===== src/rtl/ctrl_pkg.sv =====
// Shared definitions for the pipeline hazard controller: FSM encoding and
// register-specifier defaults.
package ctrl_pkg;

  typedef enum logic [1:0] {
    ST_RUN      = 2'd0,
    ST_LU_STALL = 2'd1,
    ST_FLUSH    = 2'd2,
    ST_MEM_WAIT = 2'd3
  } ctrl_state_t;

  localparam int REG_ADDR_W_DEF = 5;

  // Register 0 is hard-wired to zero, so a load targeting it never creates a hazard.
  localparam logic [REG_ADDR_W_DEF-1:0] ZERO_REG = '0;

endpackage


===== src/rtl/load_use_detect.sv =====
// Combinational load-use hazard detection between the EX load and the ID
// instruction's source operands.
module load_use_detect
  import ctrl_pkg::*;
#(
  parameter int REG_ADDR_W = REG_ADDR_W_DEF
) (
  input  logic                  ex_mem_read,
  input  logic [REG_ADDR_W-1:0] ex_rd,
  input  logic [REG_ADDR_W-1:0] id_rs,
  input  logic [REG_ADDR_W-1:0] id_rt,
  input  logic                  id_uses_rt,
  output logic                  lu
);

  logic rd_nonzero;
  logic rs_match;
  logic rt_match;

  assign rd_nonzero = (ex_rd != REG_ADDR_W'(ZERO_REG));
  assign rs_match   = (ex_rd == id_rs);
  assign rt_match   = id_uses_rt && (ex_rd == id_rt);
  assign lu         = ex_mem_read && rd_nonzero && (rs_match || rt_match);

endmodule


===== src/rtl/pipeline_hazard_ctrl.sv =====
// Hazard controller for the PC and IF/ID stage: load-use stalls, taken-branch
// flushes, data-memory freezes, plus a saturating stall-cycle counter.
module pipeline_hazard_ctrl
  import ctrl_pkg::*;
#(
  parameter int REG_ADDR_W   = REG_ADDR_W_DEF,
  parameter int FLUSH_CYCLES = 1,
  parameter int CNT_W        = 16
) (
  input  logic                  Clk,
  input  logic                  Reset,
  input  logic [REG_ADDR_W-1:0] id_rs,
  input  logic [REG_ADDR_W-1:0] id_rt,
  input  logic                  id_uses_rt,
  input  logic                  ex_mem_read,
  input  logic [REG_ADDR_W-1:0] ex_rd,
  input  logic                  branch_taken,
  input  logic                  mem_busy,
  output logic                  pc_write_en,
  output logic                  if_id_write_en,
  output logic                  if_id_flush,
  output logic                  id_ex_bubble,
  output logic [CNT_W-1:0]      stall_count,
  output logic [1:0]            ctrl_state
);

  localparam logic [3:0]       FLUSH_INIT = 4'(FLUSH_CYCLES - 1);
  localparam logic [CNT_W-1:0] CNT_MAX    = '1;

  ctrl_state_t      state_reg, state_next;
  logic [3:0]       fcnt_reg, fcnt_next;
  logic [CNT_W-1:0] stall_count_reg;
  logic             lu;
  logic             pc_we, if_id_we, flush, bubble;

  load_use_detect #(
    .REG_ADDR_W (REG_ADDR_W)
  ) u_load_use_detect (
    .ex_mem_read (ex_mem_read),
    .ex_rd       (ex_rd),
    .id_rs       (id_rs),
    .id_rt       (id_rt),
    .id_uses_rt  (id_uses_rt),
    .lu          (lu)
  );

  always_comb begin
    pc_we      = 1'b1;
    if_id_we   = 1'b1;
    flush      = 1'b0;
    bubble     = 1'b0;
    state_next = state_reg;
    fcnt_next  = fcnt_reg;
    case (state_reg)
      ST_FLUSH: begin
        if (mem_busy) begin
          pc_we    = 1'b0;
          if_id_we = 1'b0;
        end else begin
          flush     = 1'b1;
          bubble    = 1'b1;
          fcnt_next = fcnt_reg - 4'd1;
          if (fcnt_reg == 4'd1) state_next = ST_RUN;
        end
      end
      default: begin
        // RUN, LU_STALL and a released MEM_WAIT share one decision path; only
        // LU_STALL masks lu so the same load cannot stall twice.
        if (mem_busy) begin
          pc_we      = 1'b0;
          if_id_we   = 1'b0;
          state_next = ST_MEM_WAIT;
        end else if (branch_taken) begin
          flush  = 1'b1;
          bubble = 1'b1;
          if (FLUSH_CYCLES == 1) begin
            state_next = ST_RUN;
          end else begin
            state_next = ST_FLUSH;
            fcnt_next  = FLUSH_INIT;
          end
        end else if (lu && (state_reg != ST_LU_STALL)) begin
          pc_we      = 1'b0;
          if_id_we   = 1'b0;
          bubble     = 1'b1;
          state_next = ST_LU_STALL;
        end else begin
          state_next = ST_RUN;
        end
      end
    endcase
  end

  assign pc_write_en    = Reset && pc_we;
  assign if_id_write_en = Reset && if_id_we;
  assign if_id_flush    = Reset && flush;
  assign id_ex_bubble   = Reset && bubble;

  always_ff @(posedge Clk) begin
    if (!Reset) begin
      state_reg       <= ST_RUN;
      fcnt_reg        <= 4'd0;
      stall_count_reg <= '0;
    end else begin
      state_reg <= state_next;
      fcnt_reg  <= fcnt_next;
      if (!pc_we && (stall_count_reg != CNT_MAX))
        stall_count_reg <= stall_count_reg + CNT_W'(1);
    end
  end

  assign stall_count = stall_count_reg;
  assign ctrl_state  = state_reg;

endmodule


===== config.mk =====
export PLATFORM = sky130hd
export DESIGN_NAME = pipeline_hazard_ctrl
export DESIGN_NICKNAME = d
export VERILOG_FILES = /design/src/rtl/ctrl_pkg.sv /design/src/rtl/load_use_detect.sv /design/src/rtl/pipeline_hazard_ctrl.sv
export SDC_FILE = /design/constraint.sdc
export NUM_CORES = 1
export LEC_CHECK = 0
export CAP_MARGIN = 10
export CORE_MARGIN = 4
export CORE_UTILIZATION = 45
export DETAILED_ROUTE_END_ITERATION = 10
export PLACE_DENSITY = 0.88
export SETUP_SLACK_MARGIN = 0.1
export SKIP_LAST_GASP = 1
export SYNTH_ARGS = -nofsm -noshare
export SYNTH_HDL_FRONTEND = slang
export SYNTH_SLANG_ARGS = --single-unit
export TNS_END_PERCENT = 100

===== constraint.sdc =====
create_clock -name Clk -period 2.6 [get_ports Clk]
set_clock_uncertainty 0.2 [all_clocks]
set_input_delay 0.39 -clock Clk [delete_from_list [all_inputs] [get_ports Clk]]
set_output_delay 0.39 -clock Clk [all_outputs]
set_load 0.01 [all_outputs]

==> results_dict.tcl, run 1 <==
set metrics [dict create \
    period_share 0.949 \
    slew_viol_final 0 \
    grt_setup_unrepaired "true" \
    fin_ws_ns 0.132 \
    min_period_ns 2.47 \
    hp-class "reg -> reg" \
    leakagePower_nw 0.738 \
    grt_pass1_vias 1405 \
    largest_reg_flops 16 \
    htreeDepth 1 \
    hold_viol_final 0 \
    min_to "stall_count[14]" \
    gp_congestion 0.850 \
    most-common-layout-cells "clkdlybuf4s50_1 (24), dfxtp_1 (22), nor2_1 (18)" \
    grt_max_degree 16 \
    worstSkewPairLatency_ns 0.31 \
    rrSetupSlack_ns 0.29 \
    tightest_slew_ns 0.456 \
    top_layer_used "met4" \
    path_buf_inv 2 \
    drc_errors 0 \
    die_area_mm2 0.00386 \
    worstPathMaxFanout 3 \
    yosysWarnings 0 \
    cp_slowest_cell "or4_4" \
    initial_core_util 0.474 \
    wl_met1_um 1620 \
    crit_chain "clkdlybuf4s15_2, or4_4, o21ai_4, nor2_1, maj3_2, o21ba_4, buf_6" \
    synthesis.nets 190 \
    fmax_mhz 405 \
    numClockSinks 22 \
    maxCapViolations 0 \
    start_kind "primary input" \
    r2r_cells 6 \
    final_nets 246 \
    wl_per_cell_um 14.3 \
    core_area_mm2 0.00278 \
    status "complete, no violations" \
    gr-total-overflow 0 \
    wl_met3_um 262 \
    io_buffers 42 \
    whs_ns 0.306 \
    ys_types 38 \
    hold_depth 2 \
    placedCellCount 245 \
    route.met2.wl_um 1670 \
    worstReg2RegEnd "stall_count[0]" \
    antenna_found_initial 0 \
    hpwlAfterDp_um 2700 \
    syn_inst 166 \
    layout_commonest_cell "clkdlybuf4s50_1" \
    syn-mean-instance-area_um2 7.94 \
    drt_wl_total_um 3610 \
    fp.dieW_um 62.1 \
    synth_area_mm2 0.00132 \
    worstSetupEndpointType "output port" \
    setup_viol 0 \
    path_class "in -> out" \
    vdd_drop_max_v 0.000335 \
    grt_usage 0.189 \
    utilization 0.694 \
    syn2layout_area_growth_pct 46.5 \
    diodes 0 \
    row_count 19 \
    pre_cts_ws_ns -0.624 \
    ant_nets 0 \
    vias_per_cell 5.65 \
    grt_pass1_wl_um 6310 \
    drtPass1Iterations 4 \
    cp_data_arrival_time_ns 1.88 \
    slowest_delay_ns 0.44 \
    instances_no_fill 252 \
    min_from "stall_count[14]" \
    critPathTopFamily "simple AND/OR/NAND/NOR gates" \
    clk_path_buf_depth 2 \
    timing.rr.start "ctrl_state[1]" \
    die_h_um 62.1 \
    ys_ff_latch 22 \
    powerDensity_mw_per_mm2 356 \
    crit_start "ex_rd[4]" \
    io_pins 43 \
    seq_area_frac_synth 0.334 \
    first_iter_violations 50 \
    cp.required_ns 2.01 \
    slew_headroom 0.695 \
    vias 1423 \
    clk_pin_slew_ns 0.12 \
    drive_gt1_frac 0.176 \
    numCtsBuffers 3 \
    clockRootBuffer "clkbuf_4" \
    cts_tree "built" \
]
## final cells by class
class                           instances  area, µm²
Clock buffer                            4       36.3
Fill cell                             238        851
Sequential cell                        22        440
Tap cell                               31       38.8
Multi-Input combinational cell        128        870
Inverter                                9       33.8
Timing Repair Buffer                   58        512
## where the power goes
part	internal (W)	switching (W)
logic	0.0000780	0.0000684
clock network	0.0000855	0.000101
registers	0.000346	0.00000903
total	0.000510	0.000178
## routing by layer
metal | global-route usage | up-vias
met5 | 0 | -
met4 | 0.0650 | 0
met3 | 0.0342 | 7
met2 | 0.308 | 65
met1 | 0.250 | 641
li1 | - | 710
## how the worst max path moves through the flow
stage / end / slack, ns / depth (start not counted)
2_1_floorplan: id_ex_bubble / 0.23 / 5
3_3_place_gp: id_ex_bubble / -0.57 / 7
3_5_place_dp: id_ex_bubble / -0.62 / 7
4_1_cts: id_ex_bubble / 0.11 / 7
5_1_grt: id_ex_bubble / 0.07 / 8
6_report: id_ex_bubble / 0.13 / 7
## cells in the mapped netlist (all sizes together)
| library cell | instances | share of area |
|---|---|---|
| a311oi | 1 | 0.0066 |
| dfxtp | 22 | 0.33 |
| mux2i | 6 | 0.046 |
| buf | 2 | 0.0095 |
| o21ai | 3 | 0.011 |
| nor2b | 1 | 0.0048 |
| a41o | 2 | 0.015 |
| o311ai | 1 | 0.0066 |
| xnor2 | 2 | 0.013 |
| nand2 | 14 | 0.040 |
| nand3 | 7 | 0.027 |
| o2111ai | 2 | 0.013 |
| o41ai | 1 | 0.0066 |
| o21ba | 1 | 0.0076 |
| ha | 3 | 0.028 |
| o31a | 1 | 0.0066 |
| nor4 | 5 | 0.024 |
| a21oi | 9 | 0.034 |
| and2 | 2 | 0.0095 |
| nor3 | 5 | 0.019 |
| or3 | 3 | 0.014 |
| xor2 | 11 | 0.073 |
| nand2b | 6 | 0.028 |
| a31oi | 1 | 0.0048 |
| and3 | 2 | 0.0095 |
| a32oi | 1 | 0.0066 |
| or2 | 1 | 0.0048 |
| nor2 | 18 | 0.051 |
| maj3 | 1 | 0.0076 |
| inv | 9 | 0.026 |
| nand4 | 7 | 0.033 |
| and4 | 1 | 0.0066 |
| clkbuf | 5 | 0.014 |
| or4 | 4 | 0.023 |
| a211oi | 1 | 0.0057 |
| o31ai | 5 | 0.028 |
## what timing repair did
action,CTS,global route
setup buffers,3,0
hold buffers,0,0
resized for setup,46,9
pin swaps,14,9
setup endpoints to repair,14,13
## worst register-to-register path, delay by kind of cell (launching register included)
family                 cells  cell delay [ns]
DFF                        1             0.36
and+or+nand+nor            3             0.91
AOI/OAI and AO/OA          2             0.60
buffers and inverters      1             0.18
## kinds of logic (layout without fill, tap and decap cells)
group	Yosys count	after routing	synth area share
flops	22	22	0.334
compound gates	29	29	0.154
xor+xnor	13	13	0.0864
buf+inv	16	71	0.0494
mux	6	6	0.0456
fa+ha+maj	4	4	0.0361
simple gates	76	76	0.294
## stage by stage
| stage | total power [W] | setup TNS (ns) | area, µm² |
|---|---|---|---|
| after detailed placement | 0.000503 | -7.49 | 1840 |
| after CTS | 0.000683 | 0 | 1900 |
| after floorplan | 0.000424 | 0 | 1320 |
| after global routing | 0.000721 | 0 | 1930 |
| after global placement | 0.000498 | -5.28 | 1840 |
| final | 0.000688 | 0 | 1930 |
Power figures use the tool's default switching activity.
==> run 2: changes to the inputs <==
- CORE_MARGIN: 4 -> unset
- PLACE_DENSITY: 0.88 -> unset
- PLACE_DENSITY_LB_ADDON: unset -> 0.08
- clock period: 2.6 -> 2.5 ns (I/O delays scaled with it)
==> run 2 against run 1 <==
- sequential share of layout area rose by 0.35 points
- critical endpoint unchanged
- utilization is 0.45 points lower
- final cell count decreased by 0.79%
- die area decreased by 18%
- critical path depth unchanged
==> results_dict.tcl, run 2 (synthesis gave the netlist of run 1 again) <==
set metrics [dict create \
    worstReg2RegEnd "stall_count[6]" \
    worstSkewPairLatency_ns 0.30 \
    io_buffers 42 \
    htreeDepth 1 \
    vias 1424 \
    layout_commonest_cell "clkdlybuf4s50_1" \
    core_area_mm2 0.00276 \
    drc_errors 0 \
    maxCapViolations 0 \
    min_period_ns 2.41 \
    grt_usage 0.214 \
    drive_gt1_frac 0.155 \
    tns_ns 0 \
    grt_pass1_wl_um 5490 \
    vias_per_cell 5.70 \
    slowest_delay_ns 0.54 \
    clk_pin_slew_ns 0.12 \
    cts_tree "built" \
    crit_chain "buf_6, or4_4, o21ai_4, nor2_1, maj3_2, o21ba_4, buf_6" \
    slew_viol_final 0 \
    cp.required_ns 1.92 \
    die_area_mm2 0.00315 \
    ant_nets 0 \
    finalPower_w 0.000674 \
    hold_viol_final 0 \
    n_fill_cell 236 \
    placed_area_mm2 0.00183 \
    hold_buffers 0 \
    die_h_um 56.1 \
    leakagePower_nw 0.727 \
    critPathTopFamily "simple AND/OR/NAND/NOR gates" \
    grt_setup_unrepaired "true" \
    hold_depth 2 \
    vdd_drop_max_v 0.000427 \
    stdcell_area_mm2 0.00190 \
    numClockSinks 22 \
    io_pins 43 \
    cp_data_arrival_time_ns 1.84 \
    gp_congestion 0.804 \
    worstSetupEndpointType "output port" \
    grt_pass1_vias 1273 \
    cpMostUsedCell "buf_6" \
    status "complete, no violations" \
    gr-total-overflow 0 \
    placedCellCount 243 \
    worstPathMaxFanout 2 \
    final_nets 245 \
    setup_viol 0 \
    diodes 0 \
    min_to "stall_count[11]" \
    hp-class "reg -> reg" \
    drtPass1Iterations 5 \
    path_class "in -> out" \
    numCtsBuffers 3 \
    first_iter_violations 63 \
    grt_max_degree 16 \
    fp.dieW_um 56.1 \
    path_buf_inv 2 \
    wl_per_cell_um 13.6 \
    start_kind "primary input" \
    initial_core_util 0.478 \
    powerDensity_mw_per_mm2 355 \
    min_from "stall_count[11]" \
    row_count 19 \
    fmax_mhz 415 \
    pre_cts_ws_ns -0.652 \
    slew_headroom 0.663 \
    antenna_found_initial 0 \
    r2r_cells 6 \
    timing.rr.start "ctrl_state[1]" \
    largest_reg_flops 16 \
    fin_ws_ns 0.0877 \
    clockRootBuffer "clkbuf_4" \
    tightest_slew_ns 0.505 \
    clk_path_buf_depth 2 \
    drt_wl_total_um 3400 \
    instances_no_fill 250 \
    syn2layout_area_growth_pct 44.3 \
    most-common-layout-cells "clkdlybuf4s50_1 (24), dfxtp_1 (22), nor2_1 (17)" \
    rrSetupSlack_ns 0.28 \
    cp_slowest_cell "or4_4" \
    period_share 0.965 \
    hpwlAfterDp_um 2510 \
]
[run 2: cell types whose count changed in the layout (fill, tap and decap cells not counted), moves of 2 or more]
cell,before,now
buf_4,15,13
o31a_1,0,2
xor2_1,9,11
xor2_2,2,0
[run 2: metrics by stage]
| step | utilization | hold slack [ns] |
|---|---|---|
| 2_1_floorplan | - | 0.280 |
| 3_3_place_gp | 0.663 | 0.273 |
| 3_5_place_dp | 0.663 | 0.291 |
| 4_1_cts | 0.678 | 0.310 |
| 5_1_grt | 0.690 | 0.337 |
| 6_report | 0.690 | 0.306 |
[run 2: what timing repair did]
item	in CTS	in global routing
setup buffers	2	1
pin swaps	15	12
gates resized for setup	47	9
endpoints found under the setup margin	14	10
cloned	0	1
[run 2: layout make-up]
cell class,instances,area [µm²],share of cell area
flip-flops and latches,22,440,0.232
repair buffers,56,502,0.264
inverters,9,33.8,0.0178
clock buffers,3,22.5,0.0118
well taps,31,38.8,0.0204
multi-input cells,129,865,0.455
[run 2: how the worst max path moves through the flow]
stage,start,end,slack [ns],depth (start not counted)
after floorplan,ex_rd[0],id_ex_bubble,0.16,5
after global placement,ex_rd[0],id_ex_bubble,-0.64,7
after detailed placement,ex_rd[0],id_ex_bubble,-0.65,7
after CTS,ex_rd[2],id_ex_bubble,0.08,7
after global routing,ex_rd[2],id_ex_bubble,0.02,7
final,ex_rd[2],id_ex_bubble,0.09,7
[run 2: worst reg2reg max path, cell delays in order, from the launching register on]
cell and delay, ns:
dfxtp_1 0.36, nor2b_1 0.17, or3_1 0.41, o31a_1 0.42, buf_4 0.18, o311ai_1 0.28, o41ai_1 0.11
[run 2: power by group]
group,internal [W],switching [W]
Combinational,0.0000781,0.0000696
Sequential,0.000360,0.00000907
Clock,0.0000561,0.000101
[run 2: routing by layer]
metal  routed length (µm)  global-route usage  share of wire  vias up
met2                 1510               0.323           0.44       52
met4                   36              0.0767          0.011        0
li1                     -                   -              -      714
met1                 1630               0.300           0.48      654
met5                    0                   0              0        -
met3                  224              0.0465          0.066        4
==> run 3: changes to the inputs <==
- CTS_CLUSTER_DIAMETER: unset -> 60
==> results of run 3 <==
The final DEF is identical to that of run 2; final timing and power are the same.
==> RTL edit 1 (settings of run 2) <==
`ZERO_REG`: '0 -> 1.
--- a/src/rtl/ctrl_pkg.sv
+++ b/src/rtl/ctrl_pkg.sv
@@ -13,5 +13,5 @@
 
   // Register 0 is hard-wired to zero, so a load targeting it never creates a hazard.
-  localparam logic [REG_ADDR_W_DEF-1:0] ZERO_REG = '0;
+  localparam logic [REG_ADDR_W_DEF-1:0] ZERO_REG = 1;
 
 endpackage
Function: changed (a bounded check fails within 4 cycles, from zero or initial values and one cycle with Reset low).
==> RTL edit 1 against run 2 <==
Routed wire length rose by 4.1%. Total power rose by 5.0%. Utilization fell by 0.68 points. Sequential power barely moved. Final area fell by 0.13%. Non-clock buffer count rose by 2. Sequential cell count did not move. Area after synthesis rose by 0.66%. Setup slack got worse by 21 ps. Critical endpoint unchanged. Largest power group unchanged.
==> RTL edit 1: results (changes against run 2) <==
| Metric | Value |
|---|---|
| Pleak | 0.739 nW (+1.6%) |
| DRT iter0 DRCs | 49 (-22%) |
| Synth Area in XOR/XNOR | 8.58% (-0.057 points) |
| Share of cells above drive strength 1 | 15.4% (-0.14 points) |
| Largest cells by area after synthesis | dfxtp_1, xor2_1, nor2_1 |
| Antenna Nets Post-Route | 0 (unchanged) |
| Total routed wirelength | 3540 um (+4.1%) |
| Root buf cell | clkbuf_4 |
| GPL Wtd Cong | 0.835 (+3.8%) |
| Flop-to-flop setup slack | 230 ps (-50 ps) |
| Crit Path Max Fanout | 3 (+1) |
| Status | finished, final reports clean |
| Share of the yosys chip area belonging to registers | 33.2% (-0.22 points) |
| Placed instance count | 244 (+0.41%) |
| WP data arrival | 1860 ps (+20 ps) |
| Worst Hold Launch | stall_count[7] |
| Ys async rst share | 0% (unchanged) |
| First-pass GRT wire length | 5830 um (+6.2%) |
| Clock tree buffer depth | 2 (unchanged) |
| Maximum vdd drop | 336 uV (-21%) |
| Synth Area in Adders | 3.58% (-0.024 points) |
| Max reg flops | 16 (unchanged) |
| Least-Margin Pin Slew | 485 ps (-20.0 ps) |
| Synth Area in Compound Gates | 15.6% (+0.18 points) |
| Vias | 1,433 (+0.63%) |
| Post-synthesis mux area share | 4.53% (-0.030 points) |
| DPL Wire Length | 2670 um (+6.1%) |
| Reg2Reg Depth | 5 (-1) |
| H-tree depth | 1 (unchanged) |
| Layout Nets | 246 (+0.41%) |
| R2R Path End | stall_count[4] |
| First-pass iteration count of the detailed router | 4 (-1) |
| Layout fillers | 249 (+5.5%) |
| Synth cell types | 39 (+2.6%) |
| Switching Share | 25.6% (-1.1 points) |
| DR vias/cell | 5.69 (-0.17%) |
| Total track usage | 22.8% (+1.4 points) |
| Vias in the first global route | 1,342 (+5.4%) |
| Most frequent cells after synthesis | dfxtp_1, nor2_1, nand2_1 |
| Slowest-stage cell, CP | or4b_4 |
| Worst setup path start | ex_rd[3] |
-- RTL edit 1: cell count changes in the layout (fill, tap and decap cells not counted), moves of 2 or more --
cell and change:
buf_4 +3, buf_6 -3, o31a_1 -2, or4_4 -2
-- RTL edit 1: power by group through the flow --
stage	clock network, mW	registers, mW	logic, mW
after floorplan	0	0.378	0.0660
after global placement	0	0.376	0.143
after detailed placement	0	0.377	0.147
after CTS	0.197	0.369	0.144
after global routing	0.211	0.371	0.160
final	0.193	0.369	0.146
-- RTL edit 1: through the flow --
step / area [sq um] / setup slack [ps]
final: 1900 / 66.5
after CTS: 1880 / 53.8
after global placement: 1850 / -657
after floorplan: 1340 / 243
after detailed placement: 1850 / -701
after global routing: 1900 / 13.5
-- RTL edit 1: worst min path at each step --
| stage | endpoint | slack [ps] | depth (start not counted) |
|---|---|---|---|
| detailed placement | stall_count[11] | 300 | 2 |
| CTS | stall_count[11] | 320 | 2 |
| global placement | stall_count[11] | 270 | 2 |
| finish | stall_count[7] | 310 | 2 |
| floorplan | fcnt_reg[3] | 280 | 2 |
| global route | stall_count[11] | 330 | 2 |
-- RTL edit 1: routing by layer --
metal	wire length [um]	up-vias	global-route usage, %
met2	1760	51	40.5
met4	51	0	10.1
met3	212	8	3.23
li1	-	711	-
met5	0	-	0
met1	1520	663	27.1
-- RTL edit 1: timing repair --
action                     4_1_cts  5_1_grt
pin swaps                       11        4
setup endpoints to repair       16       12
setup buffers                    3        1
resized for setup               40        4
-- RTL edit 1: cell type report --
type                       count  area share (%)
sequential                    22            23.2
multi-input combinational    128            44.8
clock buffer                   4            1.91
tap                           31            2.04
timing repair buffer          58            26.3
inverter                       9            1.78
-- RTL edit 1: tightest hold or removal path: stages, from the launching register on --
cell	delay, ps
dfxtp_1	350
nand2_1	70
mux2i_1	60
==> RTL edit 2 (flow settings as in run 2) <==
Without the edit above. Make the reset (`Reset`) asynchronous in one clocked block.
--- a/src/rtl/pipeline_hazard_ctrl.sv
+++ b/src/rtl/pipeline_hazard_ctrl.sv
@@ -97,5 +97,5 @@
   assign id_ex_bubble   = Reset && bubble;
 
-  always_ff @(posedge Clk) begin
+  always_ff @(posedge Clk or negedge Reset) begin
     if (!Reset) begin
       state_reg       <= ST_RUN;
Check against the original RTL: differs if Reset is asserted again (counterexample within 4 cycles, from zero or initial values and one cycle with Reset low); with Reset held inactive, the same outputs for 10 cycles.
==> RTL edit 2 against run 2 <==
Setup slack got worse by 52 ps. Routed wire length rose by 0.53%. Global-route usage is 2.9 points higher. Area after synthesis fell by 6.7%. Sequential cell count is the same. Final area is 4.3% higher. Maximum frequency down 2.1%. Sequential share of layout area rose by 4.6 points. Critical path type is now reg2out.
Power is not compared: it rests on default switching activity, and its combinational part moved more than twofold at a synthesized area within 25%.
==> RTL edit 2: results (changes against run 2) <==
| Metric | Value |
|---|---|
| Proportion of cell area spent on the clock network | 2.65% (+1.5 points) |
| DR WL met2 | 1850 um (+23%) |
| Met3 Use GR | 3.89% (-0.76 points) |
| Avg WL per Cell | 15.6 um (+15%) |
| Most frequent cells after synthesis | dfrtp_1, xnor2_1, nor2_1 |
| Crit Path Max Fanout | 3 (+1) |
| Non-clk invs | 4 (-5) |
| Num sequential | 22 (unchanged) |
| Met1 usage | 27.4% (-2.6 points) |
| Routed met1 length | 1370 um (-16%) |
| Worst setup path start | ctrl_state[0] |
| Top_reg_cell synth | dfrtp_1 |
| Syn Area/Cell | 10.2 sq um (+28%) |
| Met3 routed WL | 174 um (-22%) |
| Total track usage | 24.4% (+2.9 points) |
| R2R Path End | stall_count[9] |
| Multi-input comb cells | 90 (-30%) |
| Post-synthesis net count | 145 (-24%) |
| Layout Nets | 214 (-13%) |
| Least-Margin Pin Slew | 342 ps (-163 ps) |
| Vias in the first global route | 1,122 (-12%) |
| Hold WS | 243 ps (-63.3 ps) |
| Status | finished, final reports clean |
| Cell area after placement | 0.00176 sq mm (-3.8%) |
| Ys async rst share | 100% (+100 points) |
| WP data arrival | 1890 ps (+50 ps) |
| GPL Wtd Cong | 0.786 (-2.3%) |
| Non-Filler Instances | 219 (-12%) |
| First-pass GRT wire length | 5050 um (-8.0%) |
| Share of the yosys chip area belonging to registers | 44.8% (+11 points) |
| Placed instance count | 200 (-18%) |
| Top delay family on crit path | buffers and inverters |
| DRT iter0 DRCs | 27 (-57%) |
| Synth cell types | 29 (-24%) |
| Layout fillers | 171 (-28%) |
| Largest net degree at the start of global routing | 23 (+7) |
| Worst Hold Class | in2async |
RTL edit 2: cell count changes after synthesis, moves of 7 or more:
cell	run 2	this run
a21oi_1	9	2
dfrtp_1	0	22
dfxtp_1	22	0
xnor2_1	2	16
RTL edit 2: timing repair:
action                     4_1_cts  5_1_grt
gates resized for setup         55       14
pin swaps                       14       23
cloned                           1        0
setup endpoints to repair       18       15
hold endpoints to repair         0        0
buffers inserted                10        5
RTL edit 2: kinds of logic (layout without fill, tap and decap cells):
| kind of cell | after synthesis | after routing | share of synthesized area, % |
|---|---|---|---|
| AOI/OAI and AO/OA | 8 | 8 | 5.91 |
| xor gates and xnor gates | 27 | 27 | 19.2 |
| adders and majority gates | 3 | 3 | 3.06 |
| buffers and inverters | 9 | 77 | 3.77 |
| DFF | 22 | 22 | 44.8 |
| muxes | 1 | 1 | 0.916 |
| and+or+nand+nor | 51 | 51 | 22.3 |
